## src/rtl/nes_pad_emulator_if.sv

```systemverilog
// Host-facing pad link plus debounced status taps of the NES pad emulator.
interface nes_pad_emulator_if;
  logic       latch_in;
  logic       pulse_in;
  logic [7:0] buttons_in;
  logic       data_out;
  logic [7:0] buttons_db;
  logic       busy;
  logic       frame_done;
  logic       timeout;

  modport master (
    output latch_in, pulse_in, buttons_in,
    input  data_out, buttons_db, busy, frame_done, timeout
  );

  modport slave (
    input  latch_in, pulse_in, buttons_in,
    output data_out, buttons_db, busy, frame_done, timeout
  );
endinterface

```

## src/rtl/nes_pad_emulator.sv

```systemverilog
// 4021-style NES pad emulator: synchronizes host latch/pulse, debounces 8 buttons,
// snapshots them on latch and shifts them out active-low, one bit per host pulse.
module nes_pad_emulator #(
  parameter int   SYNC_STAGES     = 2,
  parameter int   DEBOUNCE_CYCLES = 50000,
  parameter int   TIMEOUT_CYCLES  = 1000000,
  parameter logic TAIL_BIT        = 1'b1
) (
  input logic               clk,
  input logic               reset,
  nes_pad_emulator_if.slave pad
);

  localparam int CW = (DEBOUNCE_CYCLES > 1) ? $clog2(DEBOUNCE_CYCLES) : 1;
  localparam int TW = (TIMEOUT_CYCLES > 1) ? $clog2(TIMEOUT_CYCLES) : 1;
  localparam logic [CW-1:0] DB_LAST = CW'(DEBOUNCE_CYCLES - 1);
  localparam logic [TW-1:0] TO_LAST = TW'(TIMEOUT_CYCLES - 1);

  typedef enum logic [1:0] {IDLE, LOAD, SHIFT, TAIL} state_e;

  logic [SYNC_STAGES-1:0]      latch_sync_q, pulse_sync_q;
  logic [SYNC_STAGES-1:0][7:0] btn_sync_q;
  logic                        latch_d1_q, pulse_d1_q;
  logic                        latch_s, pulse_s, latch_rise, latch_fall, pulse_rise;
  logic [7:0]                  raw_s;

  logic [7:0][CW-1:0] db_cnt_q, db_cnt_d;
  logic [7:0]         buttons_db_q, buttons_db_d;

  state_e        state_q, state_d;
  logic [7:0]    shift_q, shift_d;
  logic [2:0]    bit_idx_q, bit_idx_d;
  logic [TW-1:0] timer_q, timer_d;
  logic          data_out_q, data_out_d;
  logic          frame_done_q, frame_done_d;
  logic          timeout_q, timeout_d;

  // ---- synchronizers and edge detect ----
  always_ff @(posedge clk or negedge reset) begin
    if (!reset) begin
      latch_sync_q <= '0;
      pulse_sync_q <= '0;
      btn_sync_q   <= '0;
      latch_d1_q   <= 1'b0;
      pulse_d1_q   <= 1'b0;
    end else begin
      latch_sync_q <= {latch_sync_q[SYNC_STAGES-2:0], pad.latch_in};
      pulse_sync_q <= {pulse_sync_q[SYNC_STAGES-2:0], pad.pulse_in};
      btn_sync_q   <= {btn_sync_q[SYNC_STAGES-2:0], pad.buttons_in};
      latch_d1_q   <= latch_s;
      pulse_d1_q   <= pulse_s;
    end
  end

  assign latch_s    = latch_sync_q[SYNC_STAGES-1];
  assign pulse_s    = pulse_sync_q[SYNC_STAGES-1];
  assign raw_s      = btn_sync_q[SYNC_STAGES-1];
  assign latch_rise = latch_s & ~latch_d1_q;
  assign latch_fall = ~latch_s & latch_d1_q;
  assign pulse_rise = pulse_s & ~pulse_d1_q;

  // ---- per-button debounce: count only while raw disagrees with accepted level ----
  always_comb begin
    db_cnt_d     = db_cnt_q;
    buttons_db_d = buttons_db_q;
    for (int i = 0; i < 8; i++) begin
      if (raw_s[i] == buttons_db_q[i]) begin
        db_cnt_d[i] = '0;
      end else if (db_cnt_q[i] == DB_LAST) begin
        db_cnt_d[i]     = '0;
        buttons_db_d[i] = raw_s[i];
      end else begin
        db_cnt_d[i] = db_cnt_q[i] + 1'b1;
      end
    end
  end

  always_ff @(posedge clk or negedge reset) begin
    if (!reset) begin
      db_cnt_q     <= '0;
      buttons_db_q <= '0;
    end else begin
      db_cnt_q     <= db_cnt_d;
      buttons_db_q <= buttons_db_d;
    end
  end

  // ---- FSM: state register ----
  always_ff @(posedge clk or negedge reset) begin
    if (!reset) begin
      state_q      <= IDLE;
      shift_q      <= 8'hFF;
      bit_idx_q    <= '0;
      timer_q      <= '0;
      data_out_q   <= TAIL_BIT;
      frame_done_q <= 1'b0;
      timeout_q    <= 1'b0;
    end else begin
      state_q      <= state_d;
      shift_q      <= shift_d;
      bit_idx_q    <= bit_idx_d;
      timer_q      <= timer_d;
      data_out_q   <= data_out_d;
      frame_done_q <= frame_done_d;
      timeout_q    <= timeout_d;
    end
  end

  // ---- FSM: next state ----
  always_comb begin
    state_d   = state_q;
    shift_d   = shift_q;
    bit_idx_d = bit_idx_q;
    timer_d   = timer_q;
    unique case (state_q)
      IDLE, TAIL: begin
        if (latch_rise) state_d = LOAD;
      end
      LOAD: begin
        // Snapshot tracks buttons_db until latch falls, then is frozen for the frame.
        shift_d = ~buttons_db_q;
        if (latch_fall) begin
          state_d   = SHIFT;
          bit_idx_d = '0;
          timer_d   = '0;
        end
      end
      SHIFT: begin
        // A high latch here (even without a seen rise) restarts the frame; pulse dropped.
        if (latch_s) begin
          state_d = LOAD;
        end else if (pulse_rise) begin
          shift_d = {1'b1, shift_q[7:1]};
          timer_d = '0;
          if (bit_idx_q == 3'd7) state_d   = TAIL;
          else                   bit_idx_d = bit_idx_q + 3'd1;
        end else if (timer_q == TO_LAST) begin
          state_d = IDLE;
        end else begin
          timer_d = timer_q + 1'b1;
        end
      end
      default: state_d = IDLE;
    endcase
  end

  // ---- FSM: outputs ----
  always_comb begin
    data_out_d   = (state_q == LOAD || state_q == SHIFT) ? shift_q[0] : TAIL_BIT;
    frame_done_d = (state_q == SHIFT) && !latch_s && pulse_rise && (bit_idx_q == 3'd7);
    timeout_d    = (state_q == SHIFT) && !latch_s && !pulse_rise && (timer_q == TO_LAST);
  end

  assign pad.data_out   = data_out_q;
  assign pad.buttons_db = buttons_db_q;
  assign pad.busy       = (state_q != IDLE);
  assign pad.frame_done = frame_done_q;
  assign pad.timeout    = timeout_q;

endmodule

```

## src/flat_wrapper.sv

```systemverilog
// flat-port wrapper written by rule: the top's interface ports become plain ports
module nes_pad_emulator_flat 
#(
  parameter int   SYNC_STAGES     = 2,
  parameter int   DEBOUNCE_CYCLES = 50000,
  parameter int   TIMEOUT_CYCLES  = 1000000,
  parameter logic TAIL_BIT        = 1'b1
)
  (clk, reset, pad_latch_in, pad_pulse_in, pad_buttons_in, pad_data_out, pad_buttons_db, pad_busy, pad_frame_done, pad_timeout);
  nes_pad_emulator_if pad_i ();
  input logic clk;
  input logic reset;
  input wire logic [$bits(pad_i.latch_in)-1:0] pad_latch_in;
  input wire logic [$bits(pad_i.pulse_in)-1:0] pad_pulse_in;
  input wire logic [$bits(pad_i.buttons_in)-1:0] pad_buttons_in;
  output wire logic [$bits(pad_i.data_out)-1:0] pad_data_out;
  output wire logic [$bits(pad_i.buttons_db)-1:0] pad_buttons_db;
  output wire logic [$bits(pad_i.busy)-1:0] pad_busy;
  output wire logic [$bits(pad_i.frame_done)-1:0] pad_frame_done;
  output wire logic [$bits(pad_i.timeout)-1:0] pad_timeout;
  assign pad_i.latch_in = pad_latch_in;
  assign pad_i.pulse_in = pad_pulse_in;
  assign pad_i.buttons_in = pad_buttons_in;
  assign pad_data_out = pad_i.data_out;
  assign pad_buttons_db = pad_i.buttons_db;
  assign pad_busy = pad_i.busy;
  assign pad_frame_done = pad_i.frame_done;
  assign pad_timeout = pad_i.timeout;
  nes_pad_emulator #(.SYNC_STAGES(SYNC_STAGES), .DEBOUNCE_CYCLES(DEBOUNCE_CYCLES), .TIMEOUT_CYCLES(TIMEOUT_CYCLES), .TAIL_BIT(TAIL_BIT)) u_core (.clk(clk), .reset(reset), .pad(pad_i));
endmodule
```

## config.mk

```make
export PLATFORM = sky130hd
export DESIGN_NAME = nes_pad_emulator_flat
export DESIGN_NICKNAME = d
export VERILOG_FILES = /design/src/rtl/nes_pad_emulator_if.sv /design/src/rtl/nes_pad_emulator.sv /design/src/flat_wrapper.sv
export SDC_FILE = /design/constraint.sdc
export NUM_CORES = 1
export LEC_CHECK = 0
export CAP_MARGIN = 20
export CORE_ASPECT_RATIO = 0.5
export CORE_MARGIN = 3
export CORE_UTILIZATION = 45
export DETAILED_ROUTE_END_ITERATION = 10
export PLACE_DENSITY = 0.67
export SLEW_MARGIN = 20
export SYNTH_ARGS = -nofsm -noshare
export SYNTH_HDL_FRONTEND = slang
export SYNTH_SLANG_ARGS = --single-unit
```

## constraint.sdc

```tcl
create_clock -name clk -period 5.8 [get_ports clk]
set_input_delay 0.87 -clock clk [delete_from_list [all_inputs] [get_ports clk]]
set_output_delay 0.87 -clock clk [all_outputs]
set_load 0.01 [all_outputs]
```

-- After elaboration in Yosys (flattened, before gate mapping)
Cells that the tools add are included.
- $add $sub $neg: 10
- reductions and logical operators: 24
- eq/ne operators: 29
- bitwise logic cells: 15
- mux-type cells: 37
- operators by type and width (kind ; count):
    $mux W16 ; 16
    $add A16 B1 Y16 const B ; 8
    $eq A16 B16 Y1 const B ; 8
    $mux W20 ; 4
    $pmux W20 S2 ; 1
    $add A20 B1 Y20 const B ; 1
    $eq A20 B20 Y1 const B ; 1
    $mux W8 ; 2
    $pmux W8 S2 ; 1
    $reduce_and A2 Y1 ; 8
    $mux W2 ; 6
    $mux W3 ; 4
    $not A1 Y1 ; 11
    $eq A1 B1 Y1 ; 8
    $not A8 Y8 ; 1
    $reduce_and A4 Y1 ; 2
    $ne A2 B1 Y1 const B ; 3
    $pmux W2 S3 ; 1
    $pmux W3 S2 ; 1
    $logic_and A1 B1 Y1 ; 5
    $reduce_and A5 Y1 ; 1
    $eq A2 B2 Y1 const B ; 2
    $ne A2 B2 Y1 const B ; 2
    $ne A4 B2 Y1 const B ; 1
    other kinds (13) ; 17
- bits of input ports: 12
- register bits: 194
- output and inout bits: 12

-- Depth between registers and ports, before layout
Gate-level depths: netlist (run 1).
- depth after elaboration: 5
- mapped depth: 9
- gate-level depth less buffers: 7

-- Worst setup path before layout (run 1)
OpenSTA, ideal clock, no wires.
- path type: flip-flop to flip-flop
- start point: reg u_core.state_q[0]
- end point: reg u_core.timer_q[16]
- cell stages (with the launch flop): 9
- path slack: 3.569 ns
- data required time: 5.722 ns
- arrival time: 2.153 ns
- path through: dfrtp_1 inv_1 ha_1 clkbuf_1 inv_1 a221oi_2 a31oi_4 or4_1 a21oi_1
- word-level cells in the longest chain between the ends: 3
- RTL lines (element ; line ; source):
    start: declaration ; nes_pad_emulator.sv:30 ; state_e state_q, state_d;
    start signal: assignment ; nes_pad_emulator.sv:99 ; state_q <= state_d;
    $eq A2 B2 Y1 or $eq A2 B1 Y1 (tied branches) ; nes_pad_emulator.sv:115 ; unique case (state_q)
    $ne A3 B2 Y1 (no line) (tied with other cells) ; - ;
    $reduce_and A4 Y1 (no line) ; - ;
    end signal: assignment ; nes_pad_emulator.sv:102 ; timer_q <= timer_d;
    end: declaration ; nes_pad_emulator.sv:33 ; logic [TW-1:0] timer_q, timer_d;
Parallel ways exist; a longest one is shown, timed or not.
A chain may end at the register's enable or synchronous reset.

-- Worst setup path in the final report (run 1)
- start point: reg u_core.state_q[0]
- end point: reg u_core.timer_q[8]
The elaborated chain is that of the path after synthesis.

==> results of run 1 <==
[synth_stat cells, drive strengths merged (16+ instances only)]
| library cell | instances | area [um2] |
|---|---|---|
| a21oi | 21 | 105 |
| and3 | 41 | 257 |
| clkbuf | 20 | 75.1 |
| dfrtp | 185 | 4630 |
| inv | 16 | 60.1 |
| nand2 | 84 | 315 |
| nand3 | 55 | 275 |
| nand4 | 32 | 200 |
| nor2 | 171 | 649 |
| nor3 | 21 | 105 |
| o21ai | 16 | 80.1 |
| xnor2 | 53 | 464 |
| xor2 | 67 | 587 |
[registers in the layout (all words and copies together), names as in the netlist, 2 cells and up]
| name | count |
|---|---|
| u_core.latch_sync_q | 2 |
| u_core.raw_s | 8 |
| u_core.shift_q | 8 |
| u_core.db_cnt_q | 128 |
| u_core.pulse_sync_q | 2 |
| u_core.btn_sync_q | 8 |
| u_core.bit_idx_q | 3 |
| u_core.timer_q | 20 |
| u_core.state_q | 2 |
| u_core.pad.buttons_db | 8 |
[path summary, 6_finish.rpt]
| path | startpoint | end | depth (start not counted) |
|---|---|---|---|
| max in group asynchronous | reset | u_core.timer_q[1] | 2 |
| hold reg to reg | u_core.btn_sync_q[2] | u_core.raw_s[2] | 0 |
| setup / recovery | u_core.state_q[0] | u_core.timer_q[8] | 6 |
| hold / removal | u_core.btn_sync_q[2] | u_core.raw_s[2] | 0 |
| setup reg to reg | u_core.state_q[0] | u_core.timer_q[8] | 6 |
| min in group asynchronous | reset | u_core.db_cnt_q[23] | 1 |
[stage by stage]
| stage | total power, W | std cells | cell area, um2 | setup WS, ps | hold slack, ps |
|---|---|---|---|---|---|
| after floorplan | 0.00182 | 892 | 8970 | 3570 | 331 |
| after global placement | 0.00195 | 1156 | 9470 | 3340 | 332 |
| after detailed placement | 0.00197 | 1156 | 9470 | 3290 | 335 |
| after CTS | 0.00312 | 1187 | 10000 | 3240 | 352 |
| after global routing | 0.00324 | 1187 | 10000 | 3050 | 356 |
| final | 0.00308 | 1187 | 10000 | 3260 | 350 |
[logic make-up after synthesis]
family / share of synthesized area [%]
muxes: 1.26
DFF: 54.3
buffers and inverters: 1.60
and+or+nand+nor: 24.1
AOI/OAI and AO/OA: 5.15
adders and majority gates: 1.95
xor gates and xnor gates: 11.7
[area by class of cell]
type                    count  area (um2)
fillers                  1661        8910
multi-input cells         660        3960
clock inverters            14         150
repair buffers             27         264
well taps                 259         324
inverters                  16        60.1
clock buffers              17         425
flip-flops and latches    194        4870
[layer usage]
layer / share of wire [%] / wire, um / vias to the layer above / global-route usage (%)
met5: 0 / 0 / - / 0
met4: 0.45 / 74 / 0 / 3.85
met3: 2.7 / 444 / 4 / 3.30
met2: 48 / 7850 / 77 / 27.3
met1: 49 / 8140 / 3128 / 22.1
li1: - / - / 3100 / -
[power by group through the flow]
stage / registers (W) / logic, W / clock network (W)
final: 0.00148 / 0.000461 / 0.00114
after detailed placement: 0.00150 / 0.000467 / 0
after global routing: 0.00148 / 0.000527 / 0.00123
after global placement: 0.00150 / 0.000451 / 0
after CTS: 0.00148 / 0.000469 / 0.00117
after floorplan: 0.00149 / 0.000328 / 0
[worst max-delay path, delay by kind of cell, from the launching register on]
kind	cells	cell delay [ps]
AO/OA/AOI/OAI	3	1070
AND/OR/NAND/NOR	1	460
adder cells (fa/ha/maj)	1	450
flip-flops	1	370
buffers and inverters	1	70
==> qor.csv, run 1 <==
stage,metric,value,unit
run_status,outcome,completed,
clock_network,post_cts resized,0,
die,Core Box Area,0.0190,mm2
setup_path,CP max FO,23,
logic_synthesis,Mapped Nets,918,
sta,Fmax,394,MHz
detailed_routing,1st-iter DRT viols,427,
setup_path,Worst R2R Setup Slack,3260,ps
sta,Tcrit/Tclk final,43.8,%
die,row cnt,35,
sta,actual slew at the worst max-slew pin,949,ps
pwr,Comb pwr share,15.0,%
pwr,PwrDens,306,mW/mm2
global_route,largest net degree at the start of global routing,78,
layout,"commonest non-fill, non-tap cell in the layout",dfrtp_1,
detailed_routing,routed len/inst,13.9,um
pwr,leakage power,4.36,nW
layout,share of cells above drive strength 1,6.47,%
logic_synthesis,top_reg_cell synth,dfrtp_1,
run,Maximum Capacitance Violations,0,
clock_network,clk root buf,clkbuf_16,
placement,Post-DP HPWL,11300,um
clock_network,clock sinks,194,
logic_synthesis,Post-synth ARST share,100,%
setup_path,crit path DAT,2850,ps
detailed_routing,Routed WL,16500,um
logic_synthesis,"flops & latches, synth",194,
clock_network,clk_lat worst skew,430,ps
sta,"Slew Viols, Final",0,
logic_synthesis,Syn. warnings,0,
setup_path,WS Path Type,register to register,
clock_network,CTS tree,yes,
sta,Setup TNS,0,ps
layout,Finished Core Util,53.0,%
die,starting density of the core,47.3,%
pwr,maximum vdd ir drop,0.000182,V
clock_network,Post-CTS Setup Inserts,0,
layout,most frequent cells in the layout,"185 x dfrtp_1, 170 x nor2_1, 84 x nand2_1, 67 x xor2_1, 55 x nand3_1",
logic_synthesis,Syn Inst Count,892,
sta,skew final,8.27,ps
layout,# nets final,942,
sta,Setup Viol. Count Final,0,
layout,number of diodes,0,
global_route,GRT overflow,0,
pwr,P_sw,0.000874,W
clock_network,total CTS buffers,17,
pwr,clock network power share,37.1,%
global_route,GRT Resource Usage Total,16.4,%
clock_network,H-tree depth,4,
setup_path,max incr delay on CP,580,ps
placement,number of buffers added on ports,23,
die,full die area,0.0218,mm2
logic_synthesis,Mean Syn Cell Area,10.1,um2
pwr,Sw Share,28.4,%
die,I/O pins,24,
logic_synthesis,sequential fraction of the synthesis area,54.3,%
clock_network,Clock Path Buffers,2,
setup_path,startpoint class of the critical path,register,
logic_synthesis,Cell variety after synth,56,
setup_path,critical path required time,6110,ps
sta,Rel. slew slack,36.7,%
detailed_routing,Vias,6309,
sta,final hold vios,0,
global_route,antenna violations before repair,0,
pwr,Flop pwr share,48.0,%
detailed_routing,Pre-antenna DRT Iters,4,
detailed_routing,DR vias/cell,5.32,
sta,Tmin final,2540,ps
worst_hold_path,Hold/Removal Path Class,register to register,
detailed_routing,DRC,0,
die,Die W,206,um
placement,Routability Congestion,0.830,
setup_path,crit path capture type,register,
layout,area delta synth->final,12.0,%
global_route,vias in the first global route,6453,
setup_path,"Cell Chain, Critical Path",inv_1 -> ha_1 -> o22ai_1 -> and2_0 -> a21boi_4 -> a221o_1,
detailed_routing,antenna-violating nets left,0,
clock_network,number of buffers inserted by hold repair at cts,0,
logic_synthesis,synthesized area,0.00897,mm2
clock_network,"Reg clk slew, reported paths",70,ps
die,chip height,106,um
global_route,first-pass GRT wire length,29600,um
sta,unrepaired setup endpoints after global routing,false,
logic_synthesis,"EDFF count, synth",0,
pwr,Internal,0.00220,W
setup_path,Slowest cell on crit path,o22ai_1,
Note: power is estimated with default switching activity, not from simulation.
==> run 2: changes to the inputs <==
--- a/config.mk
+++ b/config.mk
@@ -10,7 +10,7 @@
 export CORE_MARGIN = 3
 export CORE_UTILIZATION = 45
 export DETAILED_ROUTE_END_ITERATION = 10
-export PLACE_DENSITY = 0.67
+export PLACE_DENSITY = 0.7
 export SLEW_MARGIN = 20
 export SYNTH_ARGS = -nofsm -noshare
 export SYNTH_HDL_FRONTEND = slang
==> constraint.sdc (replaced) <==
create_clock -name clk -period 2.3 [get_ports clk]
set_input_delay 0.345 -clock clk [delete_from_list [all_inputs] [get_ports clk]]
set_output_delay 0.345 -clock clk [all_outputs]
set_load 0.01 [all_outputs]
==> run 2 against run 1 <==
  * Die area is the same
  * Sequential power rose to 2.5 times the previous value
  * Sequential share of layout area down 0.77 points
  * Largest cell class unchanged
  * Final cell count is 1.3% higher
==> qor.csv, run 2 (synthesis results as in run 1) <==
stage,metric,value,unit
run_status,outcome,completed,
sta,hold slack,345,ps
global_route,antenna violations before repair,0,
setup_path,crit path capture type,register,
detailed_routing,met2 WL,7910,um
placement,Routability Congestion,0.823,
detailed_routing,1st-iter DRT viols,480,
setup_path,FF-to-FF Start,u_core.timer_q[13],
sta,Setup Viol. Count Final,0,
die,I/O pins,24,
layout,number of diodes,0,
layout,Top Registers,"u_core.db_cnt_q (128), u_core.timer_q (20)",
clock_network,"Reg clk slew, reported paths",80,ps
clock_network,Post-CTS Setup Inserts,0,
layout,area delta synth->final,13.8,%
layout,# nets final,957,
global_route,vias in the first global route,6221,
detailed_routing,wire length on met3,517,um
setup_path,"Cell Chain, Critical Path",or4b_1 -> or4_4 -> a31oi_4 -> a21boi_4 -> a221o_1,
placement,Post-DP HPWL,11500,um
layout,most frequent cells in the layout,"185 x dfrtp_1, 170 x nor2_1, 84 x nand2_1, 67 x xor2_1, 55 x nand3_1",
layout,Largest Register,u_core.db_cnt_q,
worst_hold_path,cell count of the worst hold path,1,
pwr,PwrDens,783,mW/mm2
clock_network,clk root buf,clkbuf_16,
placement,number of buffers added on ports,23,
sta,actual slew at the worst max-slew pin,641,ps
setup_path,startpoint class of the critical path,register,
detailed_routing,DR vias/cell,5.38,
setup_path,Slowest cell on crit path,or4_4,
detailed_routing,uppermost layer routed,met4,
sta,Setup TNS,0,ps
layout,register area,0.00487,mm2
detailed_routing,Vias,6467,
sta,Rel. slew slack,56.9,%
global_route,largest net degree at the start of global routing,63,
die,chip height,106,um
layout,"commonest non-fill, non-tap cell in the layout",dfrtp_1,
sta,fin worst setup slack,62.0,ps
detailed_routing,WL met1,8200,um
sta,Tmin final,2240,ps
die,Core Box Area,0.0190,mm2
pwr,maximum vdd ir drop,0.000619,V
setup_path,WS Path Type,register to register,
global_route,first-pass GRT wire length,29400,um
sta,Tcrit/Tclk final,97.3,%
detailed_routing,antenna-violating nets left,0,
die,starting density of the core,47.3,%
worst_hold_path,Hold Startpoint,pad_buttons_in[7],
layout,Largest register FFs,128,
sta,"Slew Viols, Final",0,
sta,unrepaired setup endpoints after global routing,false,
setup_path,critical path required time,2670,ps
clock_network,H-tree depth,4,
worst_hold_path,Hold/Removal Path Class,primary input to register,
run,Maximum Capacitance Violations,0,
setup_path,Worst R2R End,u_core.timer_q[12],
detailed_routing,routed len/inst,14.0,um
sta,Fmax,447,MHz
detailed_routing,Routed WL,16800,um
clock_network,clk_lat worst skew,430,ps
setup_path,Worst R2R Setup Slack,60,ps
detailed_routing,Pre-antenna DRT Iters,5,
layout,filler cell count in the final layout,1590,
layout,Layout Cells excl Fill,1203,
clock_network,total CTS buffers,17,
global_route,GRT Resource Usage Total,16.4,%
setup_path,max incr delay on CP,570,ps
die,row cnt,35,
placement,pre-CTS WS,61.1,ps
global_route,GRT overflow,0,
sta,skew final,14.8,ps
die,Die W,206,um
setup_path,crit path DAT,2610,ps
pwr,leakage power,4.47,nW
detailed_routing,DRC,0,
clock_network,clock sinks,194,
placement,placed cells,1170,
clock_network,CTS tree,yes,
sta,final hold vios,0,
clock_network,Clock Path Buffers,2,
worst_hold_path,Hold Path Sink,u_core.btn_sync_q[7],
setup_path,R2R cell count,5,
setup_path,CP max FO,6,
die,full die area,0.0218,mm2
layout,area of the multi-input gates,0.00396,mm2
layout,share of cells above drive strength 1,7.84,%
run 2: cell count changes in the layout (fill, tap and decap cells not counted), sizes merged:
cell	previous run	this run
clkinv	2	5
clkbuf	18	19
inv	22	23
buf	4	18
dlygate4sd3	0	1
clkinvlp	5	1
run 2: critical path: cells and delay by family, from the launching register on:
kind             cells  cell delay [ps]
AO/OA/AOI/OAI        3              710
flip-flops           1              380
AND/OR/NAND/NOR      2             1080
run 2: metal layers:
| layer | GRT usage (%) | vias to the layer above |
|---|---|---|
| li1 | - | 3132 |
| met1 | 22.9 | 3205 |
| met2 | 25.9 | 105 |
| met3 | 3.92 | 25 |
| met4 | 4.04 | 0 |
| met5 | 0 | - |
run 2: area by class of cell:
cell class	instances	area share (%)
well taps	259	3.17
inverters	16	0.588
multi-input cells	660	38.8
flip-flops and latches	194	47.7
clock buffers	18	4.20
repair buffers	42	3.96
clock inverters	14	1.64
run 2: worst max-delay path by stage:
stage,to,cells past startpoint,startpoint
6_report,u_core.timer_q[12],5,u_core.timer_q[13]
5_1_grt,u_core.timer_q[0],5,u_core.timer_q[13]
4_1_cts,u_core.timer_q[5],5,u_core.timer_q[13]
3_5_place_dp,u_core.timer_q[5],5,u_core.timer_q[13]
3_3_place_gp,u_core.timer_q[5],5,u_core.timer_q[13]
2_1_floorplan,u_core.timer_q[16],8,u_core.state_q[0]
run 2: what timing repair did:
action                     4_1_cts  5_1_grt
hold buffers                     1        0
setup endpoints to repair        0        2
gates resized for setup          0        1
hold endpoints to repair        49        0
run 2: through the flow:
| stage | total power (W) | util [%] | instance area (um2) |
|---|---|---|---|
| after floorplan | 0.00459 | - | 8970 |
| after global placement | 0.00501 | 50.6 | 9600 |
| after detailed placement | 0.00505 | 50.6 | 9600 |
| after CTS | 0.00806 | 53.8 | 10200 |
| after global routing | 0.00838 | 53.8 | 10200 |
| final | 0.00799 | 53.8 | 10200 |
run 2: report_power, final:
part,switching (W),total [W],leakage [nW],internal (W)
Sequential,0.000104,0.00372,2.61,0.00362
Clock,0.00143,0.00299,0.289,0.00156
Combinational,0.000808,0.00128,1.57,0.000473
Total,0.00234,0.00799,4.47,0.00565
==> run 3: changes to the inputs <==
--- a/config.mk
+++ b/config.mk
@@ -8,9 +8,9 @@
 export CAP_MARGIN = 20
 export CORE_ASPECT_RATIO = 0.5
 export CORE_MARGIN = 3
-export CORE_UTILIZATION = 45
+export CORE_UTILIZATION = 50
 export DETAILED_ROUTE_END_ITERATION = 10
-export PLACE_DENSITY = 0.7
+export PLACE_DENSITY = 0.69
 export SLEW_MARGIN = 20
 export SYNTH_ARGS = -nofsm -noshare
 export SYNTH_HDL_FRONTEND = slang
==> run 3 against run 2 <==
  * Final area hardly changed
  * Sequential cell count stayed put
  * Global-route usage is 1.8 points higher
  * Total power is 1.4% lower
  * Non-clock buffer count is 8 higher
  * Die area is 9.6% lower
  * Routed wire length is 0.71% lower
==> qor.csv, run 3 (synthesis results as in run 1) <==
stage,metric,value,unit
layout,Top Registers,"u_core.db_cnt_q (128), u_core.timer_q (20)",
detailed_routing,1st-iter DRT viols,399,
setup_path,crit path DAT,2600,ps
die,I/O pins,24,
clock_network,CTS tree,yes,
detailed_routing,Vias,6426,
global_route,first-pass GRT wire length,29600,um
detailed_routing,Pre-antenna DRT Iters,7,
pwr,Comb pwr share,16.4,%
layout,Largest register FFs,128,
layout,filler cell count in the final layout,1372,
clock_network,clk_lat worst skew,430,ps
layout,"commonest non-fill, non-tap cell in the layout",dfrtp_1,
detailed_routing,antenna-violating nets left,0,
pwr,maximum vdd ir drop,0.000647,V
sta,skew final,11.0,ps
detailed_routing,routed len/inst,14.2,um
placement,"Cell Area, Placed",0.00958,mm2
clock_network,total CTS buffers,17,
pwr,PwrDens,772,mW/mm2
setup_path,startpoint class of the critical path,register,
setup_path,WS Path Type,register to register,
die,Die W,195,um
sta,unrepaired setup endpoints after global routing,true,
global_route,GRT Resource Usage Total,18.2,%
worst_hold_path,Hold/Removal Path Class,primary input to register,
die,row cnt,33,
sta,"Slew Viols, Final",0,
pwr,Sw Share,28.3,%
clock_network,clock sinks,194,
clock_network,"Reg clk slew, reported paths",70,ps
pwr,Flop pwr share,47.3,%
sta,fin worst setup slack,56.8,ps
die,starting density of the core,52.8,%
detailed_routing,DRC,0,
run_status,outcome,completed,
layout,"Design Area, Final",0.0102,mm2
layout,most frequent cells in the layout,"185 x dfrtp_1, 170 x nor2_1, 84 x nand2_1, 67 x xor2_1, 55 x nand3_1",
global_route,GRT overflow,0,
sta,Fmax,446,MHz
sta,actual slew at the worst max-slew pin,662,ps
setup_path,crit path capture type,register,
pwr,P_sw,0.00223,W
pwr,Internal,0.00565,W
detailed_routing,Routed WL,16700,um
die,Core Box Area,0.0170,mm2
setup_path,FF-to-FF Start,u_core.timer_q[15],
clock_network,Clock Path Buffers,2,
setup_path,CP max FO,5,
layout,# nets final,965,
worst_hold_path,Hold Startpoint,pad_latch_in,
clock_network,H-tree depth,4,
layout,share of cells above drive strength 1,8.82,%
die,chip height,101,um
sta,Tmin final,2240,ps
global_route,antenna violations before repair,0,
layout,Largest Register,u_core.db_cnt_q,
setup_path,Critical Path Source,u_core.timer_q[15],
global_route,largest net degree at the start of global routing,69,
detailed_routing,DR vias/cell,5.45,
layout,number of diodes,0,
placement,Post-DP HPWL,11500,um
layout,area delta synth->final,13.9,%
die,full die area,0.0197,mm2
sta,final hold vios,0,
placement,Routability Congestion,0.877,
clock_network,clk root buf,clkbuf_16,
global_route,vias in the first global route,6353,
placement,pre-CTS WS,62.5,ps
pwr,leakage power,4.49,nW
sta,Rel. slew slack,55.8,%
sta,Tcrit/Tclk final,97.5,%
run,Maximum Capacitance Violations,0,
setup_path,critical path required time,2660,ps
sta,Setup Viol. Count Final,0,
placement,number of buffers added on ports,23,
pwr,clock network power share,36.3,%
[run 3: path summary, 6_finish.rpt]
kind,cells after the start,slack (ps),to
max,5,60,u_core.timer_q[8]
max in group asynchronous,3,1110,u_core.shift_q[3]
max reg2reg,5,60,u_core.timer_q[8]
min in group asynchronous,2,470,u_core.db_cnt_q[20]
min,1,350,u_core.latch_sync_q[0]
min reg2reg,0,350,u_core.raw_s[4]
[run 3: routing by layer]
metal  vias up  wire length, um  GRT usage (%)
met5         -                0              0
met2       104             7730           29.8
met4         0              117           4.65
li1       3139                -              -
met3        10              545           3.71
met1      3173             8320           25.2
[run 3: repair_timing]
item | in CTS | in global routing
setup endpoints to repair | 0 | 9
endpoints found under the hold margin | 63 | 0
buffers inserted | 0 | 5
hold buffers | 1 | 0
gates resized for setup | 0 | 4
[run 3: power by group through the flow]
| stage | clock [W] | sequential, W | combinational (W) |
|---|---|---|---|
| floorplan | 0 | 0.00376 | 0.000828 |
| global placement | 0 | 0.00378 | 0.00121 |
| detailed placement | 0 | 0.00379 | 0.00125 |
| CTS | 0.00293 | 0.00373 | 0.00126 |
| global route | 0.00310 | 0.00375 | 0.00145 |
| finish | 0.00286 | 0.00373 | 0.00130 |
[run 3: through the flow]
| stage | cells | setup TNS [ps] | power [W] | hold WS [ps] | util [%] |
|---|---|---|---|---|---|
| 3_5_place_dp | 1141 | 0 | 0.00504 | 335 | 56.5 |
| 3_3_place_gp | 1141 | 0 | 0.00500 | 332 | 56.5 |
| 5_1_grt | 1179 | -41.4 | 0.00830 | 321 | 60.2 |
| 6_report | 1179 | 0 | 0.00788 | 346 | 60.2 |
| 4_1_cts | 1174 | 0 | 0.00791 | 331 | 59.9 |
| 2_1_floorplan | 892 | 0 | 0.00459 | 49.4 | - |
[run 3: critical path, stage by stage (launching register included)]
cell      delay (ps)
dfrtp_1          390
or4b_4           530
or4_4            570
a31oi_4          250
a21boi_4         260
a221o_1          180
[run 3: final cells by class]
type	instances	area [um2]	area share [%]
Sequential cell	194	4870	47.6
Multi-Input combinational cell	660	3970	38.9
Timing Repair Buffer	50	464	4.54
Clock buffer	20	447	4.37
Tap cell	227	284	2.78
Clock inverter	12	123	1.20
Inverter	16	60.1	0.588
